### src/rtl/localcfg_mem_ctl.sv
// Access controller in front of the local-config single-port RAM: round-robin
// arbitration between the TV80 memory bus and a config-loader req/ack port.
module localcfg_mem_ctl #(
  parameter int unsigned width   = 8,
  parameter int unsigned addr_sz = 8,
  parameter logic [15:0] base    = 16'h0080
) (
  input  logic               clk,
  input  logic               reset_n,
  input  logic [15:0]        cpu_addr,
  input  logic [width-1:0]   cpu_dout,
  input  logic               cpu_mreq_n,
  input  logic               cpu_rd_n,
  input  logic               cpu_wr_n,
  output logic [width-1:0]   cpu_din,
  output logic               cpu_wait_n,
  input  logic               cfg_req,
  input  logic               cfg_we,
  input  logic [addr_sz-1:0] cfg_addr,
  input  logic [width-1:0]   cfg_wdata,
  output logic               cfg_ack,
  output logic [width-1:0]   cfg_rdata,
  output logic               mem_wr_en,
  output logic               mem_rd_en,
  output logic [addr_sz-1:0] mem_addr,
  output logic [width-1:0]   mem_d_in,
  input  logic [width-1:0]   mem_d_out
);

  localparam int unsigned HI_W = 16 - addr_sz;

  typedef enum logic [1:0] {
    IDLE    = 2'd0,
    ISSUE   = 2'd1,
    CAPTURE = 2'd2
  } state_e;

  state_e             state_q, state_d;
  logic               owner_cfg_q, owner_cfg_d;
  logic               last_cfg_q, last_cfg_d;
  logic               cpu_served_q, cpu_served_d;
  logic               cfg_ack_q, cfg_ack_d;
  logic               mem_wr_en_q, mem_wr_en_d;
  logic               mem_rd_en_q, mem_rd_en_d;
  logic [addr_sz-1:0] mem_addr_q, mem_addr_d;
  logic [width-1:0]   mem_d_in_q, mem_d_in_d;
  logic [width-1:0]   cpu_din_q, cpu_din_d;
  logic [width-1:0]   cfg_rdata_q, cfg_rdata_d;
  logic               done;

  logic cpu_sel, cpu_pend, cfg_pend, grant_cpu, grant_cfg;

  // Request qualification; cpu_served limits the CPU to one RAM access per bus cycle
  assign cpu_sel   = ~cpu_mreq_n & (cpu_addr[15:addr_sz] == base[HI_W-1:0]);
  assign cpu_pend  = cpu_sel & (~cpu_rd_n | ~cpu_wr_n) & ~cpu_served_q;
  assign cfg_pend  = cfg_req & ~cfg_ack_q;
  assign grant_cpu = (state_q == IDLE) & cpu_pend & (~cfg_pend | last_cfg_q);
  assign grant_cfg = (state_q == IDLE) & cfg_pend & ~grant_cpu;

  assign cpu_wait_n = ~cpu_pend;
  assign cpu_din    = cpu_din_q;
  assign cfg_ack    = cfg_ack_q;
  assign cfg_rdata  = cfg_rdata_q;
  assign mem_wr_en  = mem_wr_en_q;
  assign mem_rd_en  = mem_rd_en_q;
  assign mem_addr   = mem_addr_q;
  assign mem_d_in   = mem_d_in_q;

  always_ff @(posedge clk) begin
    if (!reset_n) begin
      state_q      <= IDLE;
      owner_cfg_q  <= 1'b0;
      last_cfg_q   <= 1'b1;
      cpu_served_q <= 1'b0;
      cfg_ack_q    <= 1'b0;
      mem_wr_en_q  <= 1'b0;
      mem_rd_en_q  <= 1'b0;
      mem_addr_q   <= '0;
      mem_d_in_q   <= '0;
      cpu_din_q    <= '0;
      cfg_rdata_q  <= '0;
    end else begin
      state_q      <= state_d;
      owner_cfg_q  <= owner_cfg_d;
      last_cfg_q   <= last_cfg_d;
      cpu_served_q <= cpu_served_d;
      cfg_ack_q    <= cfg_ack_d;
      mem_wr_en_q  <= mem_wr_en_d;
      mem_rd_en_q  <= mem_rd_en_d;
      mem_addr_q   <= mem_addr_d;
      mem_d_in_q   <= mem_d_in_d;
      cpu_din_q    <= cpu_din_d;
      cfg_rdata_q  <= cfg_rdata_d;
    end
  end

  // Grant latches the request straight into the RAM-facing registers; strobes live one cycle
  always_comb begin
    state_d     = state_q;
    owner_cfg_d = owner_cfg_q;
    last_cfg_d  = last_cfg_q;
    mem_wr_en_d = 1'b0;
    mem_rd_en_d = 1'b0;
    mem_addr_d  = mem_addr_q;
    mem_d_in_d  = mem_d_in_q;
    cpu_din_d   = cpu_din_q;
    cfg_rdata_d = cfg_rdata_q;
    done        = 1'b0;

    case (state_q)
      IDLE: begin
        if (grant_cpu) begin
          owner_cfg_d = 1'b0;
          last_cfg_d  = 1'b0;
          mem_addr_d  = cpu_addr[addr_sz-1:0];
          mem_d_in_d  = cpu_dout;
          mem_wr_en_d = cpu_rd_n;
          mem_rd_en_d = ~cpu_rd_n;
          state_d     = ISSUE;
        end else if (grant_cfg) begin
          owner_cfg_d = 1'b1;
          last_cfg_d  = 1'b1;
          mem_addr_d  = cfg_addr;
          mem_d_in_d  = cfg_wdata;
          mem_wr_en_d = cfg_we;
          mem_rd_en_d = ~cfg_we;
          state_d     = ISSUE;
        end
      end
      ISSUE: begin
        if (mem_wr_en_q) begin
          done    = 1'b1;
          state_d = IDLE;
        end else begin
          state_d = CAPTURE;
        end
      end
      CAPTURE: begin
        if (owner_cfg_q) cfg_rdata_d = mem_d_out;
        else             cpu_din_d   = mem_d_out;
        done    = 1'b1;
        state_d = IDLE;
      end
      default: state_d = IDLE;
    endcase

    cfg_ack_d    = done & owner_cfg_q;
    cpu_served_d = cpu_mreq_n ? 1'b0 : (cpu_served_q | (done & ~owner_cfg_q));
  end

endmodule
### config.mk
export PLATFORM = sky130hd
export DESIGN_NAME = localcfg_mem_ctl
export DESIGN_NICKNAME = d
export VERILOG_FILES = /design/src/rtl/localcfg_mem_ctl.sv
export SDC_FILE = /design/constraint.sdc
export NUM_CORES = 1
export LEC_CHECK = 0
export ABC_AREA = 1
export CAP_MARGIN = 20
export CORE_AREA = 8 8 85 87
export DETAILED_ROUTE_END_ITERATION = 10
export DIE_AREA = 0 0 93 95
export GPL_TIMING_DRIVEN = 0
export PLACE_DENSITY = 0.68
export SKIP_LAST_GASP = 1
export SLEW_MARGIN = 20
export SYNTH_ARGS = -nofsm -noshare
export SYNTH_HDL_FRONTEND = slang
export SYNTH_SLANG_ARGS = --single-unit
### constraint.sdc
create_clock -name clk -period 3.2 [get_ports clk]
set_input_delay 0.48 -clock clk [delete_from_list [all_inputs] [get_ports clk]]
set_output_delay 0.48 -clock clk [all_outputs]
set_load 0.01 [all_outputs]
==> parameters.txt <==
Parameter                              Value

Clocking
  Sinks on Clock Net    40
  TritonCTS clock tree    yes
  Hold_buf cts    0
  Clock Tree Buf Depth    2
  Library cell used as clock root buffer    sky130_fd_sc_hd__clkbuf_8
  Clk pin slew, worst setup/hold paths    70 ps
  Number of resized instances in the post-cts repair step    0
  Clock Latency Late Sink    280 ps
  TritonCTS buffer count    5
  Post-CTS setup repair buffer count    0
  Number of H-tree levels    2

Cells and area
  FF+latch area    between 800 and 900 um2
  Leading cell type in the layout, fill and taps excluded    sky130_fd_sc_hd__clkdlybuf4s50_1
  Combined area of the multi-input logic cells    1020 um2
  Filler Cells Inserted    622
  Ant. Diodes    0
  Final Core Density    52.5%
  Fraction of layout cells with a size suffix above 1    7.14%
  Final net count    437
  Area Overhead vs Synth    53.4%
  Most frequent cells in the layout    sky130_fd_sc_hd__clkdlybuf4s50_1 (89), sky130_fd_sc_hd__nor2_1 (73), sky130_fd_sc_hd__nand2_1 (63)

Floorplan
  Die Y-Extent    ~95 um
  Die width    93 um
  Area inside the core boundary    5820 um2
  Starting density of the core    ~34%
  Std-Cell Rows    28
  Die Footprint    roughly 8800 um2
  Number of placed I/O pins    91

GRT
  Pin count of the biggest net entering global routing    12
  Via count of the first global-routing pass    around 2000
  Leftover overflow at the end of global routing    0
  Gr usage total    13.8%
  Number of antenna violations at the first check in global routing    0
  Global-route wire length before repair    just under 10000 um

Critical path
  Worst EP arrival    between 2000 and 2500 ps
  Critical Path Start Type    primary input
  Slowest stage delay, CP    480 ps
  Cell-by-cell listing of the critical path    clkdlybuf4s50_1 > inv_1 > nor2_2 > nand2_2 > nor2_8 > buf_2 > nand2_1 > clkdlybuf4s50_1
  Critical path capture point type    primary output
  Biggest fanout along the worst timing path    10
  Required time at the worst-slack endpoint    2720 ps
  Most used cell, CP    sky130_fd_sc_hd__clkdlybuf4s50_1
  Reg2Reg Depth    10
  Critical path class    primary input to primary output
  Critical-path top delay cell    sky130_fd_sc_hd__clkdlybuf4s50_1

Drt
  DRC errors left    0
  Wire length reported by the detailed router    between 5000 and 6000 um
  Vias per cell    4.48
  Number of vias after detailed routing    slightly above 2000
  Routed WL per cell    13.1 um
  DRT Pass-1 Iters    4
  Remaining antenna violation count    0
  Initial DRC count    between 100 and 150

Timing
  Final Max Slew Viols    0
  Setup tns final    0 ps
  Highest achievable clock rate    around 390 MHz
  Worst hold margin    489 ps
  Unrepaired setup endpoints after global routing    false
  Slew margin rel.    roughly 64%
  Final min period    2570 ps
  Final setup skew    6.69 ps
  Actual slew at the worst max-slew pin    538 ps
  Final Hold Violating Endpoints    0
  Setup Viol. Count Final    0
  Final worst path period share    80.5%

Logic synthesis
  Number of nets in the synthesized netlist    approximately 340
  Synth unique cells    23
  Synthesized area per cell    7.05 um2
  Gate count after technology mapping    ~280
  Flop and latch count out of synthesis    40
  Cell area after synthesis    1990 um2
  Share of the yosys chip area belonging to registers    just over 40%
  Total number of yosys warnings    0

Run
  Maxcap violations    0

Placement
  HPWL after detailed placement    4740 um
  Final RePlAce weighted congestion    0.806
  IO buf count    89

Worst hold path
  Hold Path Class    flip-flop to flip-flop
  Worst hold path stage count    2

Power
  Peak supply drop    between 0.2 and 0.25 mV
  Leakage component of the power    1.35 nW
  Power Density    between 600 and 700 nW/um2

Status
  Run status    finished, final reports clean
-- power breakdown --
group / internal, mW / total (mW) / switching, mW / leakage [nW]
combinational: 0.432 / 0.896 / 0.464 / 0.984
clock: 0.148 / 0.310 / 0.161 / 0.0410
sequential: 0.627 / 0.685 / 0.0586 / 0.328
-- sequential cells by signal (all words and copies together), names as in the netlist --
signal and count:
mem_addr 8, mem_d_in 8, cfg_ack 1, mem_wr_en 1, cfg_rdata 8, cpu_served_q 1
cpu_din 8, owner_cfg_q 1, last_cfg_q 1, state_q 2, mem_rd_en 1
-- cell type report --
| type | instances | share of cell area [%] |
|---|---|---|
| Tap cell | 75 | 3.08 |
| Inverter | 18 | 2.21 |
| Sequential cell | 40 | 26.3 |
| Timing Repair Buffer | 89 | 29.2 |
| Multi-Input combinational cell | 209 | 33.3 |
| Buffer | 15 | 3.40 |
| Clock buffer | 6 | 2.38 |
| Clock inverter | 1 | 0.164 |
-- synth_stat cells --
| master | n | area share [%] |
|---|---|---|
| sky130_fd_sc_hd__nor2_4 | 1 | 0.57 |
| sky130_fd_sc_hd__inv_1 | 16 | 3.0 |
| sky130_fd_sc_hd__nand3_1 | 4 | 1.0 |
| sky130_fd_sc_hd__nand3b_1 | 17 | 6.4 |
| sky130_fd_sc_hd__nand2_2 | 2 | 0.63 |
| sky130_fd_sc_hd__and2_4 | 1 | 0.44 |
| sky130_fd_sc_hd__inv_2 | 2 | 0.38 |
| sky130_fd_sc_hd__nor2_8 | 1 | 1.0 |
| sky130_fd_sc_hd__nand3_4 | 1 | 0.88 |
| sky130_fd_sc_hd__dfxtp_1 | 40 | 40 |
| sky130_fd_sc_hd__nand2_1 | 63 | 12 |
| sky130_fd_sc_hd__nor3_1 | 1 | 0.25 |
| sky130_fd_sc_hd__a21oi_1 | 2 | 0.50 |
| sky130_fd_sc_hd__buf_2 | 5 | 1.3 |
| sky130_fd_sc_hd__nor2_1 | 73 | 14 |
| sky130_fd_sc_hd__a211oi_1 | 1 | 0.38 |
| sky130_fd_sc_hd__clkbuf_4 | 1 | 0.38 |
| sky130_fd_sc_hd__nand4_1 | 18 | 5.7 |
| sky130_fd_sc_hd__clkbuf_1 | 4 | 0.75 |
| sky130_fd_sc_hd__ha_1 | 4 | 2.5 |
| sky130_fd_sc_hd__nor2_2 | 2 | 0.63 |
| sky130_fd_sc_hd__buf_6 | 5 | 2.8 |
| sky130_fd_sc_hd__o21ai_0 | 18 | 4.5 |
-- routing by layer --
metal / track usage, % / vias up / routed length, um
met4: 5.23 / 0 / 72
met1: 15.9 / 877 / 2570
met5: 0 / - / 0
met2: 23.4 / 54 / 2900
li1: - / 1096 / -
met3: 4.52 / 4 / 389
-- stage by stage --
step                      total power [mW]  setup WS, ps  area [um2]  std cells
after floorplan                       1.19          1600        1990        282
after detailed placement              1.59           611        2970        446
after global placement                1.58           614        2970        446
final                                 1.89           625        3050        453
after global routing                  2.05           456        3050        453
after CTS                             1.91           600        3050        453
-- kinds of logic (layout without fill, tap and decap cells) --
kind of cell             Yosys count  count (layout)  share of synthesized area, %
AO/OA/AOI/OAI                     21              21                          5.41
flip-flops                        40              40                          40.3
adder cells (fa/ha/maj)            4               4                          2.52
AND/OR/NAND/NOR                  184             184                          43.2
buffers and inverters             33             129                          8.62
-- worst max-delay path, delay by kind of cell --
kind	cells	cell delay (ps)
buffers and inverters	4	1200
and+or+nand+nor	4	410
-- path summary, 6_finish.rpt --
kind                 from      endpoint  slack (ps)
max          cpu_addr[15]    cpu_wait_n         630
min reg2reg  cfg_rdata[4]  cfg_rdata[4]         490
max reg2reg    state_q[0]   mem_addr[6]        1420
min          cfg_rdata[4]  cfg_rdata[4]         490
Note: power is estimated with default switching activity, not from simulation.
